===== config.mk =====
export PLATFORM = sky130hd
export DESIGN_NAME = clk_req_handshake_flat
export DESIGN_NICKNAME = d
export VERILOG_FILES = /design/src/rtl/rdi_pkg.sv /design/src/rtl/clk_req_handshake_if.sv /design/src/rtl/rdi_evt_detect.sv /design/src/rtl/clk_req_handshake.sv /design/src/flat_wrapper.sv
export SDC_FILE = /design/constraint.sdc
export NUM_CORES = 1
export LEC_CHECK = 0
export ABC_AREA = 1
export CAP_MARGIN = 0
export CORE_MARGIN = 2
export CORE_UTILIZATION = 59
export CTS_CLUSTER_SIZE = 20
export DETAILED_ROUTE_END_ITERATION = 8
export PLACE_DENSITY_LB_ADDON = 0.05
export SLEW_MARGIN = 25
export SYNTH_ARGS = -nofsm -noshare
export SYNTH_HDL_FRONTEND = slang
export SYNTH_SLANG_ARGS = --single-unit

===== constraint.sdc =====
create_clock -name i_clk -period 1.84 [get_ports i_clk]
set_input_delay 0.276 -clock i_clk [delete_from_list [all_inputs] [get_ports i_clk]]
set_output_delay 0.276 -clock i_clk [all_outputs]
set_load 0.05 [all_outputs]

===== src/rtl/rdi_pkg.sv =====
// Shared RDI definitions: link status encodings and the clock-request FSM state encoding.
package rdi_pkg;

  localparam logic [3:0] RDI_STS_RESET     = 4'b0000;
  localparam logic [3:0] RDI_STS_L1        = 4'b0100;
  localparam logic [3:0] RDI_STS_L2        = 4'b1000;
  localparam logic [3:0] RDI_STS_LINKRESET = 4'b1001;
  localparam logic [3:0] RDI_STS_DISABLED  = 4'b1100;

  typedef enum logic [1:0] {
    ST_IDLE    = 2'd0,
    ST_REQ     = 2'd1,
    ST_ACTIVE  = 2'd2,
    ST_RELEASE = 2'd3
  } clk_req_state_e;

  function automatic logic is_known_sts(input logic [3:0] sts);
    return (sts == RDI_STS_RESET) || (sts == RDI_STS_L1) || (sts == RDI_STS_L2) ||
           (sts == RDI_STS_LINKRESET) || (sts == RDI_STS_DISABLED);
  endfunction

endpackage


===== src/rtl/clk_req_handshake_if.sv =====
// PHY-to-adapter clock-request handshake plus the event sources that trigger a request.
interface clk_req_handshake_if;
  logic [3:0] i_pl_state_sts;
  logic       i_pl_inband_pres;
  logic       i_sb_msg_valid;
  logic       i_pl_error_evt;
  logic       i_lp_clk_ack;
  logic       o_pl_clk_req;
  logic       o_evt_ready;
  logic       o_timeout;
  logic       o_proto_err;

  // master: the PHY-side requester; slave: the adapter and event sources driving it
  modport master (
    input  i_pl_state_sts, i_pl_inband_pres, i_sb_msg_valid, i_pl_error_evt, i_lp_clk_ack,
    output o_pl_clk_req, o_evt_ready, o_timeout, o_proto_err
  );

  modport slave (
    output i_pl_state_sts, i_pl_inband_pres, i_sb_msg_valid, i_pl_error_evt, i_lp_clk_ack,
    input  o_pl_clk_req, o_evt_ready, o_timeout, o_proto_err
  );
endinterface


===== src/rtl/rdi_evt_detect.sv =====
// Flags any cycle where status or inband presence changed, or a message/error is pending.
module rdi_evt_detect (
  input  logic       i_clk,
  input  logic       i_rst,
  input  logic [3:0] i_pl_state_sts,
  input  logic       i_pl_inband_pres,
  input  logic       i_sb_msg_valid,
  input  logic       i_pl_error_evt,
  output logic       o_evt
);
  import rdi_pkg::*;

  logic [3:0] prev_sts_q, prev_sts_d;
  logic       prev_inband_q, prev_inband_d;

  always_comb begin
    prev_sts_d    = i_pl_state_sts;
    prev_inband_d = i_pl_inband_pres;
  end

  always_ff @(posedge i_clk or posedge i_rst) begin
    if (i_rst) begin
      prev_sts_q    <= RDI_STS_RESET;
      prev_inband_q <= 1'b0;
    end else begin
      prev_sts_q    <= prev_sts_d;
      prev_inband_q <= prev_inband_d;
    end
  end

  assign o_evt = (i_pl_state_sts != prev_sts_q) | (i_pl_inband_pres != prev_inband_q) |
                 i_sb_msg_valid | i_pl_error_evt;

endmodule


===== src/rtl/clk_req_handshake.sv =====
// PHY-initiated four-phase clock request towards the adapter: raise on any event,
// hold for an idle window once acknowledged, then release and wait for ack to drop.
module clk_req_handshake #(
  parameter int HOLD_CYCLES    = 16,
  parameter int TIMEOUT_CYCLES = 1024,
  parameter int CNT_W          = 11
) (
  input logic i_clk,
  input logic i_rst,
  clk_req_handshake_if.master bus
);
  import rdi_pkg::*;

  localparam logic [CNT_W-1:0] HOLD_LD = CNT_W'(HOLD_CYCLES);
  localparam logic [CNT_W-1:0] TO_LAST = CNT_W'(TIMEOUT_CYCLES - 1);
  localparam logic [CNT_W-1:0] TO_SAT  = CNT_W'(TIMEOUT_CYCLES);
  localparam logic [CNT_W-1:0] ONE     = CNT_W'(1);

  clk_req_state_e   cs_q, cs_d;
  logic [CNT_W-1:0] hold_cnt_q, hold_cnt_d;
  logic [CNT_W-1:0] to_cnt_q, to_cnt_d;
  logic             pending_q, pending_d;
  logic             timeout_q, timeout_d;
  logic             proto_err_q, proto_err_d;
  logic             evt;
  logic             ack;

  rdi_evt_detect u_evt_detect (
    .i_clk            (i_clk),
    .i_rst            (i_rst),
    .i_pl_state_sts   (bus.i_pl_state_sts),
    .i_pl_inband_pres (bus.i_pl_inband_pres),
    .i_sb_msg_valid   (bus.i_sb_msg_valid),
    .i_pl_error_evt   (bus.i_pl_error_evt),
    .o_evt            (evt)
  );

  assign ack = bus.i_lp_clk_ack;

  always_comb begin
    cs_d        = cs_q;
    hold_cnt_d  = hold_cnt_q;
    to_cnt_d    = to_cnt_q;
    pending_d   = pending_q;
    timeout_d   = 1'b0;
    proto_err_d = 1'b0;
    case (cs_q)
      ST_IDLE: begin
        if (evt || pending_q) begin
          if (!ack) begin
            cs_d      = ST_REQ;
            pending_d = 1'b0;
            to_cnt_d  = '0;
          end else begin
            pending_d = 1'b1;
          end
        end
      end
      ST_REQ: begin
        if (ack) begin
          cs_d       = ST_ACTIVE;
          hold_cnt_d = HOLD_LD;
          to_cnt_d   = '0;
        end else begin
          // Counter parks one past the terminal value so the pulse cannot repeat.
          if (to_cnt_q == TO_LAST) timeout_d = 1'b1;
          if (to_cnt_q != TO_SAT) to_cnt_d = to_cnt_q + ONE;
        end
      end
      ST_ACTIVE: begin
        if (!ack) begin
          proto_err_d = 1'b1;
          cs_d        = ST_REQ;
          to_cnt_d    = '0;
        end else if (evt) begin
          hold_cnt_d = HOLD_LD;
        end else if (hold_cnt_q <= ONE) begin
          hold_cnt_d = '0;
          cs_d       = ST_RELEASE;
        end else begin
          hold_cnt_d = hold_cnt_q - ONE;
        end
      end
      ST_RELEASE: begin
        if (!ack) begin
          if (pending_q || evt) begin
            cs_d      = ST_REQ;
            pending_d = 1'b0;
            to_cnt_d  = '0;
          end else begin
            cs_d = ST_IDLE;
          end
        end else if (evt) begin
          pending_d = 1'b1;
        end
      end
      default: cs_d = ST_IDLE;
    endcase
  end

  always_ff @(posedge i_clk or posedge i_rst) begin
    if (i_rst) begin
      cs_q        <= ST_IDLE;
      hold_cnt_q  <= '0;
      to_cnt_q    <= '0;
      pending_q   <= 1'b0;
      timeout_q   <= 1'b0;
      proto_err_q <= 1'b0;
    end else begin
      cs_q        <= cs_d;
      hold_cnt_q  <= hold_cnt_d;
      to_cnt_q    <= to_cnt_d;
      pending_q   <= pending_d;
      timeout_q   <= timeout_d;
      proto_err_q <= proto_err_d;
    end
  end

  assign bus.o_pl_clk_req = (cs_q == ST_REQ) || (cs_q == ST_ACTIVE);
  assign bus.o_evt_ready  = (cs_q == ST_ACTIVE);
  assign bus.o_timeout    = timeout_q;
  assign bus.o_proto_err  = proto_err_q;

endmodule


===== src/flat_wrapper.sv =====
// flat-port wrapper written by rule: the top's interface ports become plain ports
module clk_req_handshake_flat import rdi_pkg::*;
#(
  parameter int HOLD_CYCLES    = 16,
  parameter int TIMEOUT_CYCLES = 1024,
  parameter int CNT_W          = 11
)
  (i_clk, i_rst, bus_i_pl_state_sts, bus_i_pl_inband_pres, bus_i_sb_msg_valid, bus_i_pl_error_evt, bus_i_lp_clk_ack, bus_o_pl_clk_req, bus_o_evt_ready, bus_o_timeout, bus_o_proto_err);
  clk_req_handshake_if bus_i ();
  input logic i_clk;
  input logic i_rst;
  input wire logic [$bits(bus_i.i_pl_state_sts)-1:0] bus_i_pl_state_sts;
  input wire logic [$bits(bus_i.i_pl_inband_pres)-1:0] bus_i_pl_inband_pres;
  input wire logic [$bits(bus_i.i_sb_msg_valid)-1:0] bus_i_sb_msg_valid;
  input wire logic [$bits(bus_i.i_pl_error_evt)-1:0] bus_i_pl_error_evt;
  input wire logic [$bits(bus_i.i_lp_clk_ack)-1:0] bus_i_lp_clk_ack;
  output wire logic [$bits(bus_i.o_pl_clk_req)-1:0] bus_o_pl_clk_req;
  output wire logic [$bits(bus_i.o_evt_ready)-1:0] bus_o_evt_ready;
  output wire logic [$bits(bus_i.o_timeout)-1:0] bus_o_timeout;
  output wire logic [$bits(bus_i.o_proto_err)-1:0] bus_o_proto_err;
  assign bus_i.i_pl_state_sts = bus_i_pl_state_sts;
  assign bus_i.i_pl_inband_pres = bus_i_pl_inband_pres;
  assign bus_i.i_sb_msg_valid = bus_i_sb_msg_valid;
  assign bus_i.i_pl_error_evt = bus_i_pl_error_evt;
  assign bus_i.i_lp_clk_ack = bus_i_lp_clk_ack;
  assign bus_o_pl_clk_req = bus_i.o_pl_clk_req;
  assign bus_o_evt_ready = bus_i.o_evt_ready;
  assign bus_o_timeout = bus_i.o_timeout;
  assign bus_o_proto_err = bus_i.o_proto_err;
  clk_req_handshake #(.HOLD_CYCLES(HOLD_CYCLES), .TIMEOUT_CYCLES(TIMEOUT_CYCLES), .CNT_W(CNT_W)) u_core (.i_clk(i_clk), .i_rst(i_rst), .bus(bus_i));
endmodule

## Word level (Yosys, flattened, before mapping)

Index checks and enable logic that the tools add are counted.

| word-level totals | value |
|---|---|
| bits in registers | 32 |
| output and inout bits | 4 |

| operators by class | value |
|---|---|
| multiplexer cells | 32 |
| $lt $le $gt $ge | 1 |
| equal/unequal tests | 18 |
| reductions and logical operators | 9 |
| bitwise logic cells | 3 |
| add/subtract/negate cells | 2 |

Operators by type and width:

| operator | number |
|---|---|
| 2-to-1 mux 11 bit | 10 |
| one-hot mux 11 bit (4 select lines) | 1 |
| one-hot mux 11 bit (2 select lines) | 1 |
| 2-to-1 mux 2 bit | 7 |
| inequality test 3 x 2 -> 1 bit (second input constant) | 4 |
| adder 11 x 1 -> 11 bit (second input constant) | 1 |
| == test 11 x 10 -> 1 bit (second input constant) | 1 |
| less-or-equal comparator 11 x 1 -> 1 bit (second input constant) | 1 |
| 2-to-1 mux 1 bit | 11 |
| inequality test 11 bit (second input constant) | 1 |
| subtractor 11 x 1 -> 11 bit (second input constant) | 1 |
| inequality test 2 bit (second input constant) | 4 |
| one-hot mux 2 bit (4 select lines) | 1 |
| AND reduction 4 bit | 2 |
| AND reduction 6 bit | 1 |
| == test 2 bit (second input constant) | 2 |
| inequality test 2 x 1 -> 1 bit (second input constant) | 2 |
| inequality test 4 bit | 1 |
| nonzero test 2 bit | 2 |
| inequality test 3 bit (second input constant) | 1 |
| OR 1 bit | 3 |
| AND reduction 3 bit | 1 |
| == test 2 x 1 -> 1 bit (second input constant) | 1 |
| logical NOT 2 bit | 1 |
| other kinds (3) | 4 |

## Depth between registers and ports, before layout

| depth | value |
|---|---|
| depth in word-level cells | 8 |
| gate-level depth with buffers | 12 |
| gate-level depth less buffers | 12 |

## Cells and area by module

A second synthesis with hierarchy kept.

| unflattened totals | value |
|---|---|
| cells, all modules | 285 |
| area, all modules | 2,020.7 sq um |

By module, submodules not included:

| module | seq. area each (sq um) | cells each | times used | area each (sq um) |
|---|---|---|---|---|
| clk_req_handshake | 675.6 | 251 | 1 | 1,783.0 |
| rdi_evt_detect | 125.1 | 34 | 1 | 237.7 |

## Worst setup path before layout

OpenSTA, ideal clock, no wires.

| timing path | value |
|---|---|
| path type | reg2reg |
| start point | register u_core.cs_q[0] |
| end point | register u_core.hold_cnt_q[0] |
| buffers on the path | 1 |
| path slack | 0.021 ns |
| library setup time | 0.139 ns |
| data arrival time | 1.679 ns |
| cell stages (with the launch flop) | 7 |
| cell sequence | dfrtp_1 inv_1 ha_1 inv_1 a21oi_1 clkbuf_1 mux2i_1 |

| between the ends | value |
|---|---|
| cells in the longest elaborated chain, start to end | 3 |

RTL lines:

| item | RTL line | source |
|---|---|---|
| start, declared | clk_req_handshake.sv:19 | `clk_req_state_e cs_q, cs_d;` |
| start signal, assigned | clk_req_handshake.sv:110 | `cs_q <= cs_d;` |
| == test 2 bit * | -- |  |
| named net bus_o_evt_ready | flat_wrapper.sv:18 | `output wire logic [$bits(bus_i.o_evt_ready)-1:0] bus_o_evt_ready;` |
| inequality test 2 bit (no line) / nonzero test 2 bit (equally long branches) | -- |  |
| AND reduction 3 bit (no line) | -- |  |
| end signal, assigned | clk_req_handshake.sv:111 | `hold_cnt_q <= hold_cnt_d;` |
| end, declared | clk_req_handshake.sv:20 | `logic [CNT_W-1:0] hold_cnt_q, hold_cnt_d;` |

The timed path passes the listed nets; every way through them passes the cells marked *.
A chain may end at the register's enable or synchronous reset.

## Final worst setup path

| timing path | value |
|---|---|
| start point | register u_core.proto_err_q (netlist: u_core.bus.o_proto_err) |
| end point | output bus_o_proto_err |

RTL lines:

| item | RTL line | source |
|---|---|---|
| start, declared | clk_req_handshake.sv:24 | `logic proto_err_q, proto_err_d;` |
| start signal, assigned | clk_req_handshake.sv:115 | `proto_err_q <= proto_err_d;` |
| end, declared | flat_wrapper.sv:20 | `output wire logic [$bits(bus_i.o_proto_err)-1:0] bus_o_proto_err;` |

No word-level cell between the ends.

==> reports/results.tsv <==
metric	value	unit
status	finished clean	
overflow	0	
post_synth_instance_area	0.002088	mm²
die_h	63.49	µm
core_region_area	0.003363	mm²
clock_power_share	24.9	%
slew_worst_pin	488.3	ps
power_leakage	1.290	nW
antenna_violations_before_repair	0	
ioPinCount	14	
cp.required	1560	ps
post-route-drc-count	0	
post-route-min-period	1761	ps
timing.setup.critical_path_class	reg -> out	
setup.reg_to_reg.worst_slack	190	ps
critical_path.max_fanout	1	
internal-power	1.524	mW
worst_path_dominant_cell_family	buffers and inverters	
critPathBufInv	1	
synth-seq-cells	32	
pin_count_of_the_biggest_net_entering_global_routing	33	
routed-via-count	1696	
place_hpwl	2749	µm
ant_nets	0	
synthesis.instances	270	
initial_core_util	62.09	%
post_synth.cell_area_avg	7.734	µm²
power.density_cell_area	1000	mW/mm²
routed_via_density	4.930	
ys.warnings.count	0	
synth.net_count	288	
design.die.area	0.004031	mm²
final.setup.tns	0	ps
drive_above_1_share	15.10	%
maxCapViolCount	0	
setup_violations	0	
worst_min_path_class	in -> async	
routed_wirelength	3763	µm
setup_repair_after_global_routing_missed_its_margin	no	
stdcell_area	0.002441	mm²
fmax	568.0	MHz
groute.usage.overall	22.49	%
timing_hold_violations_final	0	
cts.sink_count	32	
grt_first_pass_wirelength	7107	µm
maxSlewViolCount	0	
grt.met1_usage	26.26	%
area_delta_synth_final	16.90	%
combinationalPowerShare	41.2	%
relSlewSlack	67.35	%
cp.depth	1	
h-tree-depth	2	
critical_path.cell_chain	clkdlybuf4s50_1	
synth_cell_types	31	
cts_tree	yes	
cts.path.max_buffers	2	
power.share.switching	37.58	%
rows	21	
fin_nets	315	
chipWidth	63.49	µm
gp_congestion	0.8334	
clkLatencyLatePin	330	ps
depth_of_the_worst_register_to_register_path	10	
hold_buffers_post_cts	0	
period_share	95.68	%
cts.root.buffer_cell	sky130_fd_sc_hd__clkbuf_4	
first_iter_violations	50	
gr-max-usage-layer	met2	
synth.yosys.seq_area_share	38.35	%
drtPass1Iterations	4	
final_util	72.58	%
worst-endpoint-arrival	1480	ps
grt_pass1_vias	1750	
worst_clock_skew	5.936	ps
critical-path-slowest-cell	sky130_fd_sc_hd__clkdlybuf4s50_1	
wl_per_cell	10.94	µm
switchingPower	917.8	µW
global_route.usage.met3	6.250	%
worst_ir_drop_vdd	1.159	mV
buffer_ports.inserted	13	
cts_inserted_buffers	5	
sequentialPowerShare	33.9	%
num-fill-cells	292	
grtUsageMet2	38.42	%
placedInstanceArea	0.002333	mm²
clk_pin_slew	100	ps
start_kind	flop	
crit_path_max_incr_delay	800	ps
crit_path_end_kind	output port	
antenna-diode-count	0	
## logic make-up (layout without fill, tap and decap cells)
logic type	Yosys count	after routing	synth area share [%]
buffers and inverters	54	82	10.96
AND/OR/NAND/NOR	127	127	30.14
XOR/XNOR	10	10	4.194
AO/OA/AOI/OAI	38	38	11.08
adder cells (fa/ha/maj)	8	8	4.793
flip-flops	32	32	38.35
multiplexers	1	1	0.4793
## metal layers
| layer | routed length [µm] | vias to the layer above |
|---|---|---|
| li1 | - | 901 |
| met4 | 93 | 0 |
| met1 | 1750 | 761 |
| met3 | 139 | 10 |
| met5 | 0 | - |
| met2 | 1780 | 24 |
## power groups by stage
| stage | combinational [mW] | sequential, mW | clock (mW) |
|---|---|---|---|
| global route | 1.14 | 0.838 | 0.648 |
| detailed placement | 0.984 | 0.841 | 0 |
| CTS | 0.996 | 0.827 | 0.626 |
| finish | 1.01 | 0.827 | 0.609 |
| floorplan | 0.676 | 0.842 | 0 |
| global placement | 0.981 | 0.839 | 0 |
## synthesized netlist by cell type (all sizes together)
cell type,n,area share [%]
xnor2,2,0.84
xor2,8,3.4
nand2,68,13
nor3,4,0.96
o21bai,11,4.0
o22ai,10,3.0
nand4,3,1.9
nor4,1,0.30
nor2,33,7.7
a21oi,11,2.6
buf,4,2.0
dfrtp,32,38
mux2i,1,0.48
nand3b,1,0.36
inv,49,8.8
nand3,17,5.9
o21ai,5,1.2
a31oi,1,0.30
ha,8,4.8
clkbuf,1,0.18
## cell type report
cell class | count | area [µm²] | share of cell area (%)
Clock buffer | 7 | 65.06 | 2.665
Tap cell | 46 | 57.56 | 2.358
Inverter | 49 | 183.9 | 7.535
Multi-Input combinational cell | 184 | 1064 | 43.57
Clock inverter | 1 | 30.03 | 1.230
Sequential cell | 32 | 800.8 | 32.80
Timing Repair Buffer | 25 | 240.2 | 9.841
## timing repair
action                     in CTS  in global routing
setup endpoints to repair       0                 11
setup buffers                   0                  1
resized for setup               0                  1
## flip-flops by register name, summed over array words and instances (netlist names)
register / flops
u_core.bus.o_timeout: 1
u_core.cs_q: 2
u_core.hold_cnt_q: 11
u_core.pending_q: 1
u_core.u_evt_detect.prev_inband_q: 1
u_core.u_evt_detect.prev_sts_q: 4
u_core.bus.o_proto_err: 1
u_core.to_cnt_q: 11
## final timing paths
| path | endpoint | from |
|---|---|---|
| worst max-delay path | bus_o_proto_err | u_core.bus.o_proto_err |
| worst max register to register | u_core.cs_q[1] | u_core.cs_q[1] |
| worst min-delay path | u_core.bus.o_timeout | i_rst |
| min in group i_clk | u_core.u_evt_detect.prev_inband_q | bus_i_pl_inband_pres |
| worst min register to register | u_core.hold_cnt_q[0] | u_core.hold_cnt_q[0] |
| max in group asynchronous | u_core.to_cnt_q[2] | i_rst |
## cells in the final DEF (no fill, tap or decap), drive strengths merged
| cell | instances |
|---|---|
| o21bai | 11 |
| nor2 | 33 |
| nor4 | 1 |
| xnor2 | 2 |
| o21ai | 5 |
| bufinv | 1 |
| a21oi | 11 |
| nand3b | 1 |
| ha | 8 |
| xor2 | 8 |
| nand4 | 3 |
| clkdlybuf4s50 | 11 |
| mux2i | 1 |
| clkbuf | 7 |
| nand3 | 17 |
| nand2 | 68 |
| dfrtp | 32 |
| a31oi | 1 |
| o22ai | 10 |
| inv | 49 |
| buf | 14 |
| nor3 | 4 |
## per-stage QoR
step                setup WS, ps  hold slack (ps)  total power, mW  instances
floorplan                  21.39            307.4            1.518        270
global placement          -56.80            500.2            1.820        335
detailed placement        -92.93            516.4            1.826        335
CTS                        61.48            317.8            2.449        343
global route              0.7712            392.2            2.625        344
finish                     79.45            316.9            2.442        344
(Power assumes the default switching activity.)
